===== config.mk =====
export PLATFORM = sky130hd
export DESIGN_NAME = prior_encoder_reg
export DESIGN_NICKNAME = d
export VERILOG_FILES = /design/src/rtl/prior_encoder_reg_pkg.sv /design/src/rtl/prior_encoder_reg_pick.sv /design/src/rtl/prior_encoder_reg.sv
export SDC_FILE = /design/constraint.sdc
export NUM_CORES = 1
export LEC_CHECK = 0
export CORE_MARGIN = 8
export CORE_UTILIZATION = 50
export DETAILED_ROUTE_END_ITERATION = 10
export GPL_TIMING_DRIVEN = 0
export MAX_ROUTING_LAYER = met4
export PLACE_DENSITY = 0.7
export REMOVE_ABC_BUFFERS = 1
export SLEW_MARGIN = 25
export SYNTH_ARGS = -nofsm -noshare
export SYNTH_HDL_FRONTEND = slang
export SYNTH_SLANG_ARGS = --single-unit
export TNS_END_PERCENT = 20

===== constraint.sdc =====
create_clock -name clk -period 4.3 [get_ports clk]
set_input_delay 0.86 -clock clk [delete_from_list [all_inputs] [get_ports clk]]
set_output_delay 0.86 -clock clk [all_outputs]
set_load 0.03 [all_outputs]

===== src/rtl/prior_encoder_reg_pkg.sv =====
// Shared definitions for the registered priority encoder: mode encodings and
// the elaboration-time log2 used to size index fields.
package prior_encoder_reg_pkg;

    localparam logic PE_MODE_FIXED = 1'b0;
    localparam logic PE_MODE_RR    = 1'b1;

    // Ceiling log2. The while loop is bounded by the 32-bit argument width.
    function automatic int unsigned pe_clog2(input int unsigned value);
        int unsigned width;
        int unsigned rem;
        width = 0;
        rem   = value - 1;
        while (rem > 0) begin
            width = width + 1;
            rem   = rem >> 1;
        end
        return width;
    endfunction

endpackage


===== src/rtl/prior_encoder_reg_pick.sv =====
// Rotated priority search: scans ptr, ptr-1, ... 0, N-1, ... ptr+1 and reports
// the first set candidate. Fixed mode is the same scan anchored at N-1.
module prior_pick
    import prior_encoder_reg_pkg::*;
#(
    parameter  int unsigned N     = 8,
    localparam int unsigned OUT_W = pe_clog2(N)
) (
    input  logic [N-1:0]     cand,
    input  logic [OUT_W-1:0] ptr,
    input  logic             mode,
    output logic             any,
    output logic [OUT_W-1:0] idx
);

    logic [OUT_W-1:0] start;

    // Walk from lowest to highest priority so the highest-priority hit is written last.
    always_comb begin
        start = (mode == PE_MODE_RR) ? ptr : OUT_W'(N - 1);
        any   = 1'b0;
        idx   = '0;
        for (int k = int'(N) - 1; k >= 0; k--) begin
            int               pos;
            logic [OUT_W-1:0] sel;
            pos = int'(start) - k;
            if (pos < 0) begin
                pos = pos + int'(N);
            end
            sel = OUT_W'(pos);
            if (cand[sel]) begin
                any = 1'b1;
                idx = sel;
            end
        end
    end

endmodule


===== src/rtl/prior_encoder_reg.sv =====
// Registered N-input priority encoder: latches requests into a pending set and
// presents one winner at a time, held until acknowledged.
module prior_encoder_reg
    import prior_encoder_reg_pkg::*;
#(
    parameter  int unsigned N     = 8,
    localparam int unsigned OUT_W = pe_clog2(N)
) (
    input  logic             clk,
    input  logic             rst_n,
    input  logic             enable,
    input  logic             mode,
    input  logic [N-1:0]     req,
    input  logic             flush,
    input  logic             ack,
    output logic             out_valid,
    output logic [OUT_W-1:0] out_idx,
    output logic             flag
);

    logic [N-1:0]     pending;
    logic [N-1:0]     pending_nxt;
    logic             out_valid_nxt;
    logic [OUT_W-1:0] out_idx_nxt;
    logic [OUT_W-1:0] ptr;
    logic [OUT_W-1:0] ptr_nxt;

    logic             accept;
    logic [N-1:0]     idx_onehot;
    logic [N-1:0]     masked;
    logic             idle_any;
    logic [OUT_W-1:0] idle_idx;
    logic             next_any;
    logic [OUT_W-1:0] next_idx;

    always_comb begin
        idx_onehot          = '0;
        idx_onehot[out_idx] = 1'b1;
    end

    assign accept = ack && out_valid;
    assign masked = pending & ~idx_onehot;

    // Idle load picks over the full pending set.
    prior_pick #(.N(N)) u_pick_idle (
        .cand (pending),
        .ptr  (ptr),
        .mode (mode),
        .any  (idle_any),
        .idx  (idle_idx)
    );

    // Back-to-back reload excludes the index being acknowledged this edge.
    prior_pick #(.N(N)) u_pick_next (
        .cand (masked),
        .ptr  (ptr),
        .mode (mode),
        .any  (next_any),
        .idx  (next_idx)
    );

    always_comb begin
        pending_nxt   = (pending & ~(accept ? idx_onehot : '0)) | (enable ? req : '0);
        out_valid_nxt = out_valid;
        out_idx_nxt   = out_idx;
        ptr_nxt       = ptr;

        if (!out_valid) begin
            if (idle_any) begin
                out_valid_nxt = 1'b1;
                out_idx_nxt   = idle_idx;
            end
        end else if (accept) begin
            out_valid_nxt = next_any;
            if (next_any) begin
                out_idx_nxt = next_idx;
            end
            if (mode == PE_MODE_RR) begin
                ptr_nxt = (out_idx == '0) ? OUT_W'(N - 1) : out_idx - OUT_W'(1);
            end
        end

        // Flush discards pending work and same-cycle requests but keeps ptr/out_idx.
        if (flush) begin
            pending_nxt   = '0;
            out_valid_nxt = 1'b0;
            out_idx_nxt   = out_idx;
            ptr_nxt       = ptr;
        end
    end

    always_ff @(posedge clk or negedge rst_n) begin
        if (!rst_n) begin
            pending   <= '0;
            out_valid <= 1'b0;
            out_idx   <= '0;
            ptr       <= OUT_W'(N - 1);
        end else begin
            pending   <= pending_nxt;
            out_valid <= out_valid_nxt;
            out_idx   <= out_idx_nxt;
            ptr       <= ptr_nxt;
        end
    end

    assign flag = |pending;

endmodule


# Word level (Yosys, flattened, before mapping)
# Index checks and enable logic that the tools add are counted.
# op_classes
n_addsub	16
n_lt_le_gt_ge	18
n_eq_ne	2
muxes	87
bitwise_logic	6
n_reduce_logical	7
# op_table
operator	count
$mux 3	30
$bmux 1 s3	16
$mux 1	37
$lt 3x4->1 const B	9
$lt 4x1->1 const B	7
$add 3x1->3 const B	8
$mux 8	3
$and 8x8->8	2
$not 8->8	2
$sub 3x3->4 const B	4
$or 8x8->8	1
$reduce_and 4->1	2
$reduce_or 8->1	1
$sub 3x2->4 const B	2
$ne 2x1->1 const B	2
$sub 3x1->4 const B	1
$demux 1 s3	1
$ge 3x1->1 const B	1
$logic_not 3->1	1
$lt 3x1->1 const B	1
$sub 3x1->3 const B	1
$logic_and 1x1->1	2
$reduce_bool 2->1	1
$not 1->1	1
# totals
ff_bits	15
input_bits	14
wordCells	140

# Logic depth before layout (Yosys ltp)
# logic_depth
word_depth	19
depth_mapped	14
depth_no_buf	11

# Modules after synthesis
# Synthesis repeated with hierarchy kept, for this count alone.
# unflattened
hier_cells	321
hier_area_um2	2817.7
# by_module_without_submodules
mod	instances	cells_each	area_each_um2
prior_pick	2	119	997.2
prior_encoder_reg	1	83	823.3

# Least setup slack after synthesis
# Ideal clock, no wire load.
# synth_timing
path_type	input port to flip-flop
start	input mode
end	register out_idx[0]
arrival_time_ns	3.741
required_time_ns	4.176
path_slack_ns	0.435
stages	14
cell_sequence	nand2b_2 > buf_12 > inv_6 > buf_6 > buf_1 > ha_1 > inv_1 > xnor2_2 > mux4_2 > mux2_2 > o41ai_2 > a21oi_2 > or2_0 > o31a_1
# synth_between
elab_chain_len	17
word_cells_on_any_way	103
cone_classes	add/sub (15); order compare (8); eq/ne (1); mux (77); reduce/logical (2)
# synth_rtl
element	line_no	text
start, declared	prior_encoder_reg.sv:12	input logic mode,
$mux 3 (*)	prior_encoder_reg_pick.sv:20	start = (mode == PE_MODE_RR) ? ptr : OUT_W'(N - 1);
$sub 3x3->4	prior_encoder_reg_pick.sv:26	pos = int'(start) - k;
$lt 4x1->1 / $add 3x1->3 (equally long branches)	prior_encoder_reg_pick.sv:27, prior_encoder_reg_pick.sv:28	
$mux 3	prior_encoder_reg_pick.sv:27	if (pos < 0) begin
$bmux 1 s3	prior_encoder_reg_pick.sv:31	if (cand[sel]) begin
$mux 1 (implied by the code)	prior_encoder_reg_pick.sv:31	
$mux 3 (8 in series)	prior_encoder_reg_pick.sv:31	
$mux 3	prior_encoder_reg.sv:75	if (next_any) begin
$mux 3	prior_encoder_reg.sv:73	end else if (accept) begin
$mux 3	prior_encoder_reg.sv:68	if (!out_valid) begin
end signal, assigned	prior_encoder_reg.sv:101	out_idx <= out_idx_nxt;
end, declared	prior_encoder_reg.sv:17	output logic [OUT_W-1:0] out_idx,
# Mark *: on every way between the ends. The rest lies on a longest branch, timed or not. The select of a mux whose other input is x is not followed.
# A chain may end at the register's enable or synchronous reset.

# Worst setup path after layout
# layout_timing
start	input mode
end	register out_idx[2]
# Same word-level chain as after synthesis.

==> flow_metrics.env <==
export IMPL_grt_pass1_wl_um=12100
export IMPL_hp_class="reg -> reg"
export IMPL_overflow=0
export IMPL_finalCriticalPeriod_ns=3.85
export IMPL_r2r_cells=9
export IMPL_die_h_um=86.5
export IMPL_vias=2478
export IMPL_final_common_cell="nand2_1"
export IMPL_grt_max_degree=22
export IMPL_synth_ff_type="dfrtp_1"
export IMPL_timing_final_crit_share_pct=89.4
export IMPL_relSlewSlack_pct=48.4
export IMPL_drt_wl_total_um=7280
export IMPL_tightest_slew_ns=0.772
export IMPL_status="finished, final reports clean"
export IMPL_seq_area_frac_synth_pct=15.3
export IMPL_slew_viol_final=0
export IMPL_cts_root_buf="clkbuf_8"
export IMPL_antenna_found_initial=0
export IMPL_core_area_um2=4750
export IMPL_hold_violations=0
export IMPL_syn2layout_area_growth_pct=10.4
export IMPL_setup_tns_ns=0
export IMPL_diodes=0
export IMPL_timing_rr_end="out_idx[2]"
export IMPL_drtIter0Drc=199
export IMPL_nets=314
export IMPL_synth_edff_count=0
export IMPL_path_class="in -> reg"
export IMPL_via_per_inst=6.85
export IMPL_clock_sinks=15
export IMPL_endpoint_kind="flip-flop"
export IMPL_r2r_start="ptr[0]"
export IMPL_io_pins=19
export IMPL_cts_tree="done"
export IMPL_worstHoldStart="ptr[0]"
export IMPL_io_buffers=18
export IMPL_ctsHtreeMaxLevel=1
export IMPL_max_freq_ghz=0.260
export IMPL_crit_fanout=19
export IMPL_timing_hold_ws_ns=0.488
export IMPL_drc=0
export IMPL_leakagePower_nw=1.07
export IMPL_rrSetupSlack_ns=0.98
export IMPL_place_gp_congestion=0.923
export IMPL_ant_nets=0
export IMPL_ys_types=67
export IMPL_final_area_um2=2740
export IMPL_synth_seq_cells=15
export IMPL_final_cell_mix="nand2_1 (46), o21ai_0 (22), mux4_2 (18)"
export IMPL_whs_path_depth=2
export IMPL_place_area_um2=2620
export IMPL_worstHoldEndpoint="ptr[0]"
export IMPL_rsz0062_at_grt="no"
export IMPL_die_x_um=86.5
export IMPL_rows=25
export IMPL_fin_skew_ns=0.00101
export IMPL_cts_buffer_depth=2
export IMPL_clk_latency_ns=0.25
export IMPL_wire_per_inst_um=20.1
export IMPL_ys_warn_count=0
export IMPL_critPathArrivalTime_ns=3.96
export IMPL_clk_pin_slew_ns=0.06
export IMPL_grtUsageTotal_pct=20.8
export IMPL_floorplan_initialDensity_pct=52.2
export IMPL_total_power_mw=1.74
export IMPL_setup_viol=0
export IMPL_netlist_area_um2=2480
export IMPL_synthCells=293
export IMPL_avgSynthCellArea_um2=8.47
export IMPL_holdBufCountCts=0
export IMPL_cts_made_buffers=3
export IMPL_power_density_nw_per_um2=636
export IMPL_drv_cap=0
export IMPL_die_area_um2=7480
export IMPL_grt_pass1_vias=2402
export IMPL_drive_above_1_share_pct=18.3
export IMPL_async_flop_share_pct=100
export IMPL_peakVddDrop_mv=0.333
export IMPL_dp_final_hpwl_um=5320
export IMPL_cp_required_ns=4.42
export IMPL_dr_pass1_iters=5
export IMPL_cp_start_kind="primary input"
cell usage after synthesis, drive strengths merged (3+ instances only):
| cell | count | area (um2) |
|---|---|---|
| a211oi | 3 | 22.5 |
| a21oi | 13 | 72.6 |
| a221oi | 3 | 26.3 |
| a22oi | 4 | 30.0 |
| a31oi | 8 | 50.1 |
| buf | 14 | 92.6 |
| clkbuf | 9 | 33.8 |
| dfrtp | 12 | 300 |
| dfstp | 3 | 78.8 |
| ha | 4 | 50.1 |
| inv | 11 | 46.3 |
| mux2 | 9 | 101 |
| mux2i | 18 | 205 |
| mux4 | 18 | 405 |
| nand2 | 46 | 173 |
| nand2b | 5 | 33.8 |
| nand3 | 7 | 35.0 |
| nor2 | 15 | 56.3 |
| nor3b | 3 | 22.5 |
| nor4 | 4 | 25.0 |
| o211ai | 4 | 30.0 |
| o21ai | 23 | 115 |
| o22ai | 6 | 37.5 |
| o31ai | 3 | 22.5 |
| xnor2 | 5 | 58.8 |
sequential cells by signal, indices dropped and copies added (netlist names):
name,flops
out_idx,3
ptr,3
pending,8
out_valid,1
critical path, stage by stage:
cell and delay [ns]:
dlymetal6s2s_1 0.31, nand2b_4 0.29, ha_4 0.49, clkinvlp_4 0.25, mux4_2 0.42, a221o_1 0.37, a221oi_1 0.31, nor4_1 0.12
o31ai_1 0.39, o22ai_1 0.12
final cells by class:
class                           instances  area, um2
Timing Repair Buffer                   21        205
Tap cell                               67       83.8
Inverter                               13       62.6
Clock buffer                            4       45.0
Multi-Input combinational cell        242       1970
Sequential cell                        15        379
Fill cell                             457       2010
power by group:
part           internal (mW)  switching, mW  total (mW)
clock                 0.0658         0.0524       0.118
combinational          0.591          0.747        1.34
sequential             0.187          0.102       0.289
metal layers:
layer	vias to the layer above	share of wire [%]	GRT usage [%]
met1	1203	44	26.5
met5	-	0	-
met3	26	5.5	1.13
met2	124	48	34.4
li1	1125	-	-
met4	0	2.5	7.04
cell families (layout without fill, tap and decap cells):
kind of cell               Yosys count  in the layout  synth area share (%)
adders and majority gates            4              4                  2.02
buffers and inverters               36             38                  7.31
DFF                                 15             15                  15.3
muxes                               45             45                  28.7
and+or+nand+nor                     98             98                  19.2
AOI/OAI and AO/OA                   89             89                  24.8
xor gates and xnor gates             6              6                  2.72
per-stage QoR:
step                cells  worst slack [ns]  util, %
floorplan             270             0.565        -
global placement      355            -0.836     55.1
detailed placement    355            -0.867     55.1
CTS                   362            0.0576     57.3
global route          362             0.305     57.7
finish                362             0.455     57.7
repair_timing:
action,CTS,global route
pin swaps,1,0
buffers inserted,3,0
endpoints found under the setup margin,4,3
gates resized for setup,6,5
worst max path at each step:
stage | start | to | slack, ns | cells past startpoint
finish | mode | out_idx[2] | 0.45 | 10
global route | mode | out_idx[0] | 0.31 | 12
CTS | mode | out_idx[2] | 0.06 | 10
detailed placement | mode | out_idx[2] | -0.87 | 10
global placement | mode | out_idx[2] | -0.84 | 10
floorplan | mode | out_idx[0] | 0.57 | 11
Power figures use the tool's default switching activity.
